### config.mk
export PLATFORM = sky130hd
export DESIGN_NAME = note_sequencer
export DESIGN_NICKNAME = d
export VERILOG_FILES = /design/src/rtl/note_sequencer.sv
export SDC_FILE = /design/constraint.sdc
export NUM_CORES = 1
export LEC_CHECK = 0
export BUFFER_PORTS_ARGS = -buffer_cell sky130_fd_sc_hd__buf_2
export CORE_MARGIN = 2
export CORE_UTILIZATION = 40
export DETAILED_ROUTE_END_ITERATION = 6
export PLACE_DENSITY = 0.64
export SLEW_MARGIN = 20
export SYNTH_ARGS = -nofsm -noshare
export SYNTH_HDL_FRONTEND = slang
export SYNTH_SLANG_ARGS = --single-unit
### constraint.sdc
create_clock -name clk -period 3.5 [get_ports clk]
set_input_delay 0.35 -clock clk [delete_from_list [all_inputs] [get_ports clk]]
set_output_delay 0.35 -clock clk [all_outputs]
set_load 0.005 [all_outputs]
### src/rtl/note_sequencer.sv
// Chord arpeggiator: snapshots an 8-slot chord and plays its enabled slots lowest-first over valid/ready.
// Optional define NOTE_SEQ_LOOP_EN: re-snapshot and replay at the end of every pass until stop.
module note_sequencer #(
   parameter int NOTE_W = 6,
   parameter int SLOTS  = 8,
   parameter int CNT_W  = 24
) (
   input  logic                    clk,
   input  logic                    rst_n,
   input  logic                    start,
   input  logic                    stop,
   input  logic [CNT_W-1:0]        step_period,
   input  logic [NOTE_W*SLOTS-1:0] notes,
   input  logic [SLOTS-1:0]        switches,
   output logic [NOTE_W-1:0]       note_out,
   output logic                    note_valid,
   input  logic                    note_ready,
   output logic [$clog2(SLOTS)-1:0] slot_idx,
   output logic                    busy,
   output logic                    chord_done
);

   localparam int IDX_W = $clog2(SLOTS);

   typedef enum logic [1:0] {IDLE, EMIT, GAP} state_t;

   state_t                  r_state, w_state_nxt;
   logic [NOTE_W*SLOTS-1:0] r_shadow, w_shadow_nxt;
   logic [SLOTS-1:0]        r_rem, w_rem_nxt;
   logic [CNT_W-1:0]        r_per, w_per_nxt;
   logic [CNT_W-1:0]        r_cnt, w_cnt_nxt;
   logic [NOTE_W-1:0]       r_note, w_note_nxt;
   logic [IDX_W-1:0]        r_slot, w_slot_nxt;
   logic                    r_valid, w_valid_nxt;
   logic                    r_done, w_done_nxt;
   logic                    r_busy;
   logic                    w_load;
   logic [IDX_W-1:0]        w_first;
   logic [IDX_W-1:0]        w_next;

   function automatic logic [IDX_W-1:0] lowest(input logic [SLOTS-1:0] m);
      lowest = '0;
      for (int unsigned i = SLOTS; i > 0; i--) begin
         if (m[i-1]) lowest = IDX_W'(i - 1);
      end
   endfunction

   assign w_first = lowest(switches);
   assign w_next  = lowest(r_rem);

   always_comb begin
      w_state_nxt  = r_state;
      w_shadow_nxt = r_shadow;
      w_rem_nxt    = r_rem;
      w_per_nxt    = r_per;
      w_cnt_nxt    = r_cnt;
      w_note_nxt   = r_note;
      w_slot_nxt   = r_slot;
      w_valid_nxt  = r_valid;
      w_done_nxt   = 1'b0;
      w_load       = 1'b0;

      if (stop) begin
         w_state_nxt = IDLE;
         w_valid_nxt = 1'b0;
         w_rem_nxt   = '0;
      end else begin
         case (r_state)
            IDLE: w_load = start;
            EMIT: begin
               if (note_ready) begin
                  w_rem_nxt[r_slot] = 1'b0;
                  w_valid_nxt       = 1'b0;
                  w_cnt_nxt         = r_per - CNT_W'(1);
                  w_state_nxt       = GAP;
               end
            end
            GAP: begin
               if (r_cnt == '0) begin
                  if (r_rem != '0) begin
                     w_state_nxt = EMIT;
                     w_slot_nxt  = w_next;
                     w_note_nxt  = r_shadow[w_next*NOTE_W +: NOTE_W];
                     w_valid_nxt = 1'b1;
                  end else begin
                     w_done_nxt  = 1'b1;
`ifdef NOTE_SEQ_LOOP_EN
                     w_load      = 1'b1;
`else
                     w_state_nxt = IDLE;
`endif
                  end
               end else begin
                  w_cnt_nxt = r_cnt - CNT_W'(1);
               end
            end
            default: w_state_nxt = IDLE;
         endcase

         // Snapshot is shared by a fresh start and by the loop-mode wrap
         if (w_load) begin
            w_shadow_nxt = notes;
            w_rem_nxt    = switches;
            w_per_nxt    = (step_period == '0) ? CNT_W'(1) : step_period;
            if (switches != '0) begin
               w_state_nxt = EMIT;
               w_slot_nxt  = w_first;
               w_note_nxt  = notes[w_first*NOTE_W +: NOTE_W];
               w_valid_nxt = 1'b1;
            end else begin
               w_state_nxt = IDLE;
               w_done_nxt  = 1'b1;
            end
         end
      end
   end

   always_ff @(posedge clk or negedge rst_n) begin
      if (!rst_n) begin
         r_state  <= IDLE;
         r_shadow <= '0;
         r_rem    <= '0;
         r_per    <= '0;
         r_cnt    <= '0;
         r_note   <= '0;
         r_slot   <= '0;
         r_valid  <= 1'b0;
         r_done   <= 1'b0;
         r_busy   <= 1'b0;
      end else begin
         r_state  <= w_state_nxt;
         r_shadow <= w_shadow_nxt;
         r_rem    <= w_rem_nxt;
         r_per    <= w_per_nxt;
         r_cnt    <= w_cnt_nxt;
         r_note   <= w_note_nxt;
         r_slot   <= w_slot_nxt;
         r_valid  <= w_valid_nxt;
         r_done   <= w_done_nxt;
         r_busy   <= (w_state_nxt != IDLE);
      end
   end

   assign note_out   = r_note;
   assign note_valid = r_valid;
   assign slot_idx   = r_slot;
   assign busy       = r_busy;
   assign chord_done = r_done;

endmodule

### Word-level counts from Yosys, hierarchy flattened

Index checks and enable logic that the tools add are counted.

* register bits after elaboration: 118
* bits of input ports: 85

* $add $sub $neg: 2
* multipliers: 2
* magnitude comparators: 2
* equal/unequal tests: 4
* shifts and indexed selects: 2
* mux-type cells: 58
* bitwise operators: 3
* reductions and logical operators: 13

Operators by type and width (number)
* 48-bit by 7-bit indexed part select with 6-bit output: 2
* 24-bit 2-to-1 mux: 3
* 3-bit 2-to-1 mux: 21
* 24-bit zero test: 2
* 24-bit one-hot mux with 2 select lines: 1
* 24-bit by 1-bit subtractor with 24-bit output, second input constant: 2
* 8-bit 2-to-1 mux: 4
* 6-bit 2-to-1 mux: 5
* 1-bit 2-to-1 mux: 17
* 8-bit nonzero test: 2
* 3-bit by 2-bit multiplier with 5-bit output, second input constant: 2
* 8-bit AND: 1
* 2-bit 2-to-1 mux: 4
* 8-bit inverter: 1
* 2-bit one-hot mux with 3 select lines: 1
* 3-bit nonzero test: 2
* 3-bit by 4-bit < comparator with 1-bit output, second input constant: 1
* 2-bit inequality test, second input constant: 2
* 2-bit AND reduction: 2
* 4-bit AND reduction: 1
* 2-bit nonzero test: 2
* 1-bit demux with 3-bit select: 1
* 3-bit by 1-bit greater-or-equal comparator with 1-bit output, second input constant: 1
* 2-bit by 1-bit equality test with 1-bit output, second input constant: 1
* 5 further kinds: 5

### Logic depth before layout (Yosys ltp)

* depth after elaboration: 15
* gate-level depth with buffers: 13

### Least setup slack after synthesis

Ideal clock, no wire load.

* path kind: reg-to-reg
* from: register r_state[0]
* to: register r_cnt[20]
* setup time: 0.104 ns
* arrival: 3.328 ns
* setup slack: 0.068 ns
* cell stages (with the launch flop): 14
* clock period less this slack: 3.432 ns
* cell sequence: dfrtp_1 > inv_1 > ha_1 > buf_2 > buf_2 > buf_1 > buf_1 > mux2i_1 > ha_1 > o221ai_2 > nor2_1 > nand3_1 > xor2_1 > a221oi_1

* cells in the longest elaborated chain, start to end: 3
* elaborated cells on any way between the ends: 7
* classes of those cells: eq/ne (4); mux (1); reduce/logical (2)

Ends and longest elaborated chain
* start, declared: line 27 `state_t r_state, w_state_nxt;`
* start signal, assigned: line 131 `r_state <= w_state_nxt;`
* 2-bit equality test / 2-bit by 1-bit equality test with 1-bit output (equally long branches): line 68 `case (r_state)`
* 2-bit inequality test (no line) / 2-bit nonzero test (equally long branches)
* 4-bit AND reduction (no line)
* end signal, assigned: line 135 `r_cnt <= w_cnt_nxt;`
* end, declared: line 31 `logic [CNT_W-1:0] r_cnt, w_cnt_nxt;`

Several ways; a longest one is shown, not always the timed one.
A chain may end at the register's enable or synchronous reset.

### Final worst setup path

* from: register r_state[0]
* to: register r_cnt[19]

The elaborated chain is that of the path after synthesis.

==> run metrics <==
run status=finished clean; ANT nets after route=0; IO Port Bufs=96; DIE HEIGHT=137 um; ANT cells=0; Root Driver=clkbuf_16; Worst Setup End Kind=register; Yosys top cell area share=0.419; full die area=~0.019 sq mm; Pwr Density=~630 mW/mm^2; fin crit share=0.930; Syn Std Cell Area=between 0.007 and 0.008 sq mm; Hold WC Path Type=input port to async pin; Reg2Reg Setup Slack=240 ps; vias per cell=slightly below 6; Synth area leaders=dfrtp_1 (42%), nand2_1 (13%), nor2_1 (2.9%); count of cell types in the netlist=64; Setup violations, final=0; H-tree levels=4; Max Freq=307 MHz; I/O pin total=97; CP required=3860 ps; CP Launch Type=register; final worst path period need=approximately 3300 ps; largest net degree at the start of global routing=64; Setup WS post-layout=between 200 and 250 ps; Hold-fix buffers, CTS=0; DP Worst Slack=357 ps; first-pass GRT wire length=around 36,000 um; violation count after the first detailed-routing iteration=between 600 and 700; gr ovfl total=0; DR vias=slightly above 7,000; Seq cells post-synth=~120; final setup TNS=0 ps; Cell Chain, Critical Path=inv_1 -> ha_2 -> or3b_1 -> a222oi_1 -> nand4_2 -> nor2_1 -> mux2i_1 -> o221a_2; predominant post-synthesis flop cell=dfrtp_1; synthesized netlist net count=between 900 and 1,000; initial antenna violation count=0; CP Buf/Inv Count=1; CTS tree=built; Syn-to-layout area delta=20.6%; wire per inst=~19 um; gpl congestion=just under 0.9; Max Slew Vio Count=0; count leader, synth=nand2_1; Final nets=between 1,000 and 1,500; first drt pass iteration count=6; Cells after Synth=between 800 and 900; EDFF count, synth=0; CTS Buf Count=17; vias in the first global route=between 6,000 and 7,000; RR Endpoint=r_cnt[19]; crit-path max FO=25; GRT Total Usage=0.252; Slew headroom=0.366; slowest stage delay, CP=between 600 and 700 ps; Post-synth ARST share=1.00; CTS resizes=0; Mapped Avg Cell Area=around 8.1 sq um; max-capacitance violation count=0; Worst R2R Path Depth=8; cell taking the most area after synthesis=dfrtp_1; WL final=roughly 23,000 um; unrepaired setup endpoints after global routing=no; sequential area share after synthesis=0.419; Crit path max-delay family=simple AND/OR/NAND/NOR gates; synth warn=0; clk_skew=roughly 8.4 ps; die width=~140 um; Clock transition at path regs=50 ps; num rows=48; clock sink total=around 120; Leak=around 4 nW; DPL Wire Length=~16,000 um; Residual DRC=0; RR Startpoint=r_state[0]; Worst IR Drop VDD=between 0.3 and 0.4 mV; Worst Tran Pin Value=942 ps; CTS Buffer Depth=2; Post-synth top cells=nand2_1 (242), dfrtp_1 (118), nor2_1 (55), o21ai_0 (41), clkbuf_1 (40); Post CTS Setup Buffer Count=0; post-layout util=0.492; Setup Crit Path Kind=register to register; Final Hold Fails=0; core area=~0.017 sq mm; proportion of layout cells with a drive suffix above 1=0.179; CP Data Arrival Time=about 3600 ps; worst skew pair latency=between 400 and 500 ps; initial core utilization=0.408; Crit-path slowest cell=a222oi_1; cell count along the critical path=8
## stage by stage
stage                     instance area (sq um)  power [mW]  cells  hold slack [ps]
after floorplan                            7060        2.90    875             54.4
after global placement                     7870        3.39   1176              457
after detailed placement                   7870        3.41   1176              460
after CTS                                  8510        5.34   1207             74.4
after global routing                       8510        5.64   1207              100
final                                      8510        5.35   1207             39.4
## cell type report
class                           count  area (sq um)
Clock inverter                      9           174
Tap cell                          225           282
Clock buffer                       22           464
Fill cell                        1721          8790
Inverter                           18          67.6
Multi-Input combinational cell    691          3860
Timing Repair Buffer              124           706
Sequential cell                   118          2950
## worst reg2reg max path, cell delays in order (launching register included)
cell,delay [ps]
dfrtp_1,410
inv_1,120
ha_2,500
or3b_1,450
a222oi_1,640
nand4_2,350
nor2_1,330
mux2i_1,220
o221a_2,180
## how the worst max path moves through the flow
stage | end | slack (ps) | from
finish | r_cnt[19] | 240 | r_state[0]
global route | r_cnt[19] | 2 | r_state[0]
CTS | r_cnt[19] | 270 | r_state[0]
detailed placement | r_cnt[23] | 360 | r_state[0]
global placement | r_cnt[19] | 440 | r_state[0]
floorplan | r_cnt[20] | 70 | r_state[0]
## sequential cells by signal, indices dropped and copies added (netlist names), 2 cells and up
signal and count:
r_shadow 48, r_per 24, r_rem 8, r_cnt 24
note_out 6, r_state 2, slot_idx 3
## layer usage
layer / vias to the layer above / part of all wire / track usage
met5: - / 0 / 0
met3: 43 / 0.076 / 0.0585
met1: 3419 / 0.46 / 0.354
met2: 288 / 0.44 / 0.378
met4: 0 / 0.025 / 0.0928
li1: 3325 / - / -
## cells in the final DEF, fill, tap and decap left out, drive strengths merged, types with 12 or more instances in the layout
| cell type | count |
|---|---|
| xor2 | 17 |
| o21ai | 41 |
| o22ai | 22 |
| nor3 | 32 |
| a211oi | 12 |
| nand2b | 12 |
| clkbuf | 22 |
| inv | 18 |
| o211ai | 13 |
| nand3 | 31 |
| buf | 124 |
| mux2i | 20 |
| dfrtp | 118 |
| nand2 | 242 |
| nor2 | 55 |
| nor4 | 21 |
| a21oi | 37 |
## kinds of logic (layout without fill, tap and decap cells)
kind of cell / Yosys count / after routing / share of synthesized area
DFF: 118 / 118 / 0.419
adders and majority gates: 5 / 5 / 0.00887
and+or+nand+nor: 442 / 442 / 0.284
AOI/OAI and AO/OA: 200 / 200 / 0.193
xor gates and xnor gates: 20 / 20 / 0.0248
buffers and inverters: 66 / 173 / 0.0356
muxes: 24 / 24 / 0.0348
## report_power, final
part | switching [mW] | leakage, nW | internal [mW] | total [mW]
combinational | 0.746 | 2.12 | 0.567 | 1.31
sequential | 0.398 | 1.46 | 1.71 | 2.11
clock | 0.630 | 0.314 | 1.29 | 1.92
total | 1.77 | 3.89 | 3.57 | 5.35
(Power assumes the default switching activity.)
